[src/rtl/fifo_rd_stream.sv]
// Burst reader: pops a sync FIFO into a 2-entry skid buffer and presents the
// words on a valid/ready stream, with last/done framing and abort.
//
// state | meaning
// ------+--------------------------------------------------------------
// IDLE  | waiting for start; counters and buffer empty
// RUN   | fetching from FIFO and streaming until the last handshake/abort
module fifo_rd_stream #(
   parameter int W    = 8,
   parameter int MAXB = 16
) (
   input  logic         clk,
   input  logic         reset,
   input  logic         start,
   input  logic [3:0]   burst_len,
   input  logic         abort,
   input  logic         fifo_empty,
   input  logic [W-1:0] fifo_rd_data,
   output logic         fifo_rd_en,
   output logic         m_valid,
   output logic [W-1:0] m_data,
   output logic         m_last,
   input  logic         m_ready,
   output logic         busy,
   output logic         done
);

   typedef enum logic {IDLE, RUN} state_t;

   localparam logic [4:0] MAXB5 = 5'(MAXB);

   state_t       state, state_nxt;
   logic [4:0]   fetch_rem, send_rem;
   logic [4:0]   len5;
   logic [1:0]   buf_cnt;
   logic         rd_ptr, wr_ptr;
   logic [W-1:0] buf_mem [2];
   logic         hs, last_hs;

   always_comb begin
      len5       = (burst_len == 4'd0) ? MAXB5 : {1'b0, burst_len};
      busy       = (state == RUN);
      m_valid    = (buf_cnt != 2'd0);
      m_data     = m_valid ? buf_mem[rd_ptr] : '0;
      m_last     = m_valid & (send_rem == 5'd1);
      hs         = m_valid & m_ready;
      last_hs    = hs & (send_rem == 5'd1);
      // pop decision deliberately ignores m_ready; the buffer absorbs backpressure
      fifo_rd_en = (state == RUN) & ~fifo_empty & (fetch_rem != 5'd0)
                   & (buf_cnt < 2'd2) & ~abort;
   end

   always_comb begin
      state_nxt = state;
      case (state)
         IDLE: if (start) state_nxt = RUN;
         RUN:  if (abort || last_hs) state_nxt = IDLE;
         default: state_nxt = IDLE;
      endcase
   end

   always_ff @(posedge clk or posedge reset) begin
      if (reset) begin
         state     <= IDLE;
         fetch_rem <= 5'd0;
         send_rem  <= 5'd0;
         buf_cnt   <= 2'd0;
         rd_ptr    <= 1'b0;
         wr_ptr    <= 1'b0;
         done      <= 1'b0;
      end else begin
         state <= state_nxt;
         done  <= (state == RUN) & last_hs & ~abort;
         if (state == IDLE) begin
            if (start) begin
               fetch_rem <= len5;
               send_rem  <= len5;
            end
            buf_cnt <= 2'd0;
            rd_ptr  <= 1'b0;
            wr_ptr  <= 1'b0;
         end else if (abort) begin
            fetch_rem <= 5'd0;
            send_rem  <= 5'd0;
            buf_cnt   <= 2'd0;
            rd_ptr    <= 1'b0;
            wr_ptr    <= 1'b0;
         end else begin
            if (fifo_rd_en) begin
               fetch_rem <= fetch_rem - 5'd1;
               wr_ptr    <= ~wr_ptr;
            end
            if (hs) begin
               send_rem <= send_rem - 5'd1;
               rd_ptr   <= ~rd_ptr;
            end
            case ({fifo_rd_en, hs})
               2'b10:   buf_cnt <= buf_cnt + 2'd1;
               2'b01:   buf_cnt <= buf_cnt - 2'd1;
               default: buf_cnt <= buf_cnt;
            endcase
         end
      end
   end

   // storage needs no reset: m_data is masked while the buffer is empty
   always_ff @(posedge clk) begin
      if (fifo_rd_en) buf_mem[wr_ptr] <= fifo_rd_data;
   end

endmodule

[config.mk]
export PLATFORM = sky130hd
export DESIGN_NAME = fifo_rd_stream
export DESIGN_NICKNAME = d
export VERILOG_FILES = /design/src/rtl/fifo_rd_stream.sv
export SDC_FILE = /design/constraint.sdc
export NUM_CORES = 1
export LEC_CHECK = 0
export ABC_AREA = 0
export CAP_MARGIN = 20
export CORE_ASPECT_RATIO = 0.8
export CORE_MARGIN = 1.5
export CORE_UTILIZATION = 54
export CTS_BUF_LIST = sky130_fd_sc_hd__clkbuf_8
export DETAILED_ROUTE_END_ITERATION = 10
export PLACE_DENSITY_LB_ADDON = 0.3
export SLEW_MARGIN = 20
export SYNTH_ARGS = -nofsm -noshare
export SYNTH_HDL_FRONTEND = slang
export SYNTH_SLANG_ARGS = --single-unit
[constraint.sdc]
create_clock -name clk -period 2.6 [get_ports clk]
set_input_delay 0.39 -clock clk [delete_from_list [all_inputs] [get_ports clk]]
set_output_delay 0.39 -clock clk [all_outputs]
set_load 0.01 [all_outputs]
==> out/metrics.yaml <==
place_congestion: 0.877
grtUsageMet1: 0.285
pwr-share-seq: 0.487
hpwl_um: 2560
slew_headroom: 0.556
synth_top_family_by_area: "simple AND/OR/NAND/NOR gates"
hold_viol: 0
cts_made_buffers: 5
syn_nets: 167
synth_seq_cells: 32
crit_arrival_ns: 2.06
internal_power_mw: 0.952
cts_tree: "done"
synth_most_common_cell: "nor2_1"
netlist_instances: 144
fin_crit_ns: 2.45
clock_sinks: 32
synth_top_area_frac: 0.285
synth-seq-area-share: 0.522
ctsResizeCount: 0
synth_area_leader_cell: "edfxtp_1"
required_ns: 2.21
viasPerCell: 5.60
path_clk_slew_ns: 0.06
hold_class: "in2async"
setup_viol: 0
synth_simple_gate_area_frac: 0.159
max-clock-path-buffers: 2
cts_setup_buffers: 0
grt_util_all_layers: 0.216
core-area_um2: 2870
antenna_found_initial: 0
finalSetupTns_ns: 0
worstPathMaxFanout: 3
syn_to_final_growth_pct: 24.8
syn_area_per_cell_um2: 11.7
dieArea_um2: 3470
grt.overflow.total: 0
total_power_mw: 1.34
crit_path_start_kind: "primary input"
rsz0062_at_grt: "no"
finalCritPeriodShare: 0.942
gr-max-usage-layer: "met2"
layout-drive-gt1-share: 0.123
diodes: 0
via_count: 1216
swShare: 0.292
wl_per_cell_um: 15.1
maxCapViolations: 0
async_reset_ff_frac: 0.500
mappedNetlistArea_um2: 1690
synth-compound-area-share: 0.122
nets: 202
start_util: 0.588
synthMuxAreaShare: 0.0993
first_pass_iters: 4
clkLatencyLatePin_ns: 0.27
maxClockFrequency_ghz: 0.408
rows: 17
drc_errors: 0
root_buffer: "clkbuf_8"
p_leak_nw: 0.816
synth_warnings: 0
fin_skew_ns: 0.00497
synthXorXnorAreaFrac: 0.0156
routed_wl_um: 3280
synth_edf_count: 16
drv_slew: 0
status: "complete, no violations"
powerDensity_nw_per_um2: 638
grt_max_degree: 19
hold_buffers: 0
use_met2: 0.372
yosysUniqueCellTypes: 51
ir_worst_vdd_mv: 0.414
switchingPower_mw: 0.392
synthAdderAreaFrac: 0.0371
numPortBuffers: 30
ios: 31
path_class: "in2out"
synthTopCellsByCount: "nor2_1, dfrtp_1, edfxtp_1"
ys.flop_type: "edfxtp_1"
worst_pin_slew_ns: 0.664
die_height_um: 53.0
worstRegToRegCells: 6
p_clk_frac: 0.246
die_w_um: 65.5
first_global_vias: 1214
grt_first_pass_wirelength_um: 5510
cts-htree-levels: 2
ant_nets: 0
grt_util_met3: 0.0468
endpoint_kind: "output pin"
synth_area_leaders: "edfxtp_1, dfrtp_1, mux2i_1"
initialDrtViolationCount: 69
combPwrFrac: 0.267
placed cells by master (no fill, tap or decap), types with 2 or more instances in the layout:
cell,n
edfxtp_1,16
buf_4,3
nor2b_1,3
nor2_1,17
a21oi_1,2
inv_1,11
or4b_1,2
dfrtp_1,16
nand2b_1,3
nand2_1,2
clkinv_1,2
xnor2_1,2
mux2_4,2
clkbuf_8,5
nor3_1,5
o21ai_0,7
inv_2,2
mux2_2,3
o32a_1,2
clkdlybuf4s50_1,30
mux2i_1,9
ha_1,5
critical path, stage by stage:
cell             delay (ns)
clkdlybuf4s50_1        0.44
or3b_4                 0.44
nor3_2                 0.21
clkdlybuf4s50_1        0.57
path summary, 6_finish.rpt:
| kind | start | endpoint | slack (ns) |
|---|---|---|---|
| max in group asynchronous | reset | rd_ptr$_DFFE_PP0P_ | 1.69 |
| max | fifo_empty | fifo_rd_en | 0.15 |
| max reg2reg | buf_cnt[1]$_DFFE_PP0P_ | buf_cnt[1]$_DFFE_PP0P_ | 0.45 |
| min reg2reg | send_rem[4]$_DFFE_PP0P_ | send_rem[4]$_DFFE_PP0P_ | 0.53 |
| min | reset | send_rem[1]$_DFFE_PP0P_ | 0.50 |
| min in group clk | send_rem[4]$_DFFE_PP0P_ | send_rem[4]$_DFFE_PP0P_ | 0.53 |
metrics by stage:
step	setup slack (ns)	hold WS, ns	cells	area (um2)	utilization
detailed placement	0.0756	0.495	210	2030	0.707
global placement	0.164	0.502	210	2030	0.707
CTS	0.145	0.517	217	2110	0.733
finish	0.150	0.500	217	2110	0.733
global route	0.0444	0.544	217	2110	0.733
floorplan	0.425	0.304	144	1690	-
final cells by class:
class | instances | area (um2)
well taps | 38 | 47.5
inverters | 13 | 48.8
multi-input cells | 94 | 729
clock buffers | 5 | 68.8
clock inverters | 2 | 7.51
repair buffers | 33 | 323
flip-flops and latches | 32 | 881
fillers | 207 | 766
power by group through the flow:
stage	logic (mW)	registers (mW)	clock network [mW]
final	0.358	0.654	0.331
after global routing	0.397	0.664	0.364
after CTS	0.359	0.653	0.341
after detailed placement	0.356	0.663	0
after global placement	0.344	0.657	0
after floorplan	0.269	0.640	0
logic make-up (layout without fill, tap and decap cells):
logic type               Yosys count  in the layout
flip-flops                        32             32
AO/OA/AOI/OAI                     27             27
XOR/XNOR                           3              3
multiplexers                      15             15
AND/OR/NAND/NOR                   44             44
adder cells (fa/ha/maj)            5              5
buffers and inverters             18             53
per-layer routing:
| layer | wire length, um | vias up |
|---|---|---|
| met5 | 0 | - |
| met4 | 0 | 0 |
| met3 | 151 | 0 |
| met2 | 1650 | 28 |
| met1 | 1480 | 589 |
| li1 | - | 599 |
registers in the layout (all words and copies together), names as in the netlist:
| signal | count |
|---|---|
| buf_mem | 16 |
| fetch_rem | 5 |
| send_rem | 5 |
| buf_cnt | 2 |
| busy | 1 |
| done | 1 |
| rd_ptr | 1 |
| wr_ptr | 1 |
Note: power is estimated with default switching activity, not from simulation.
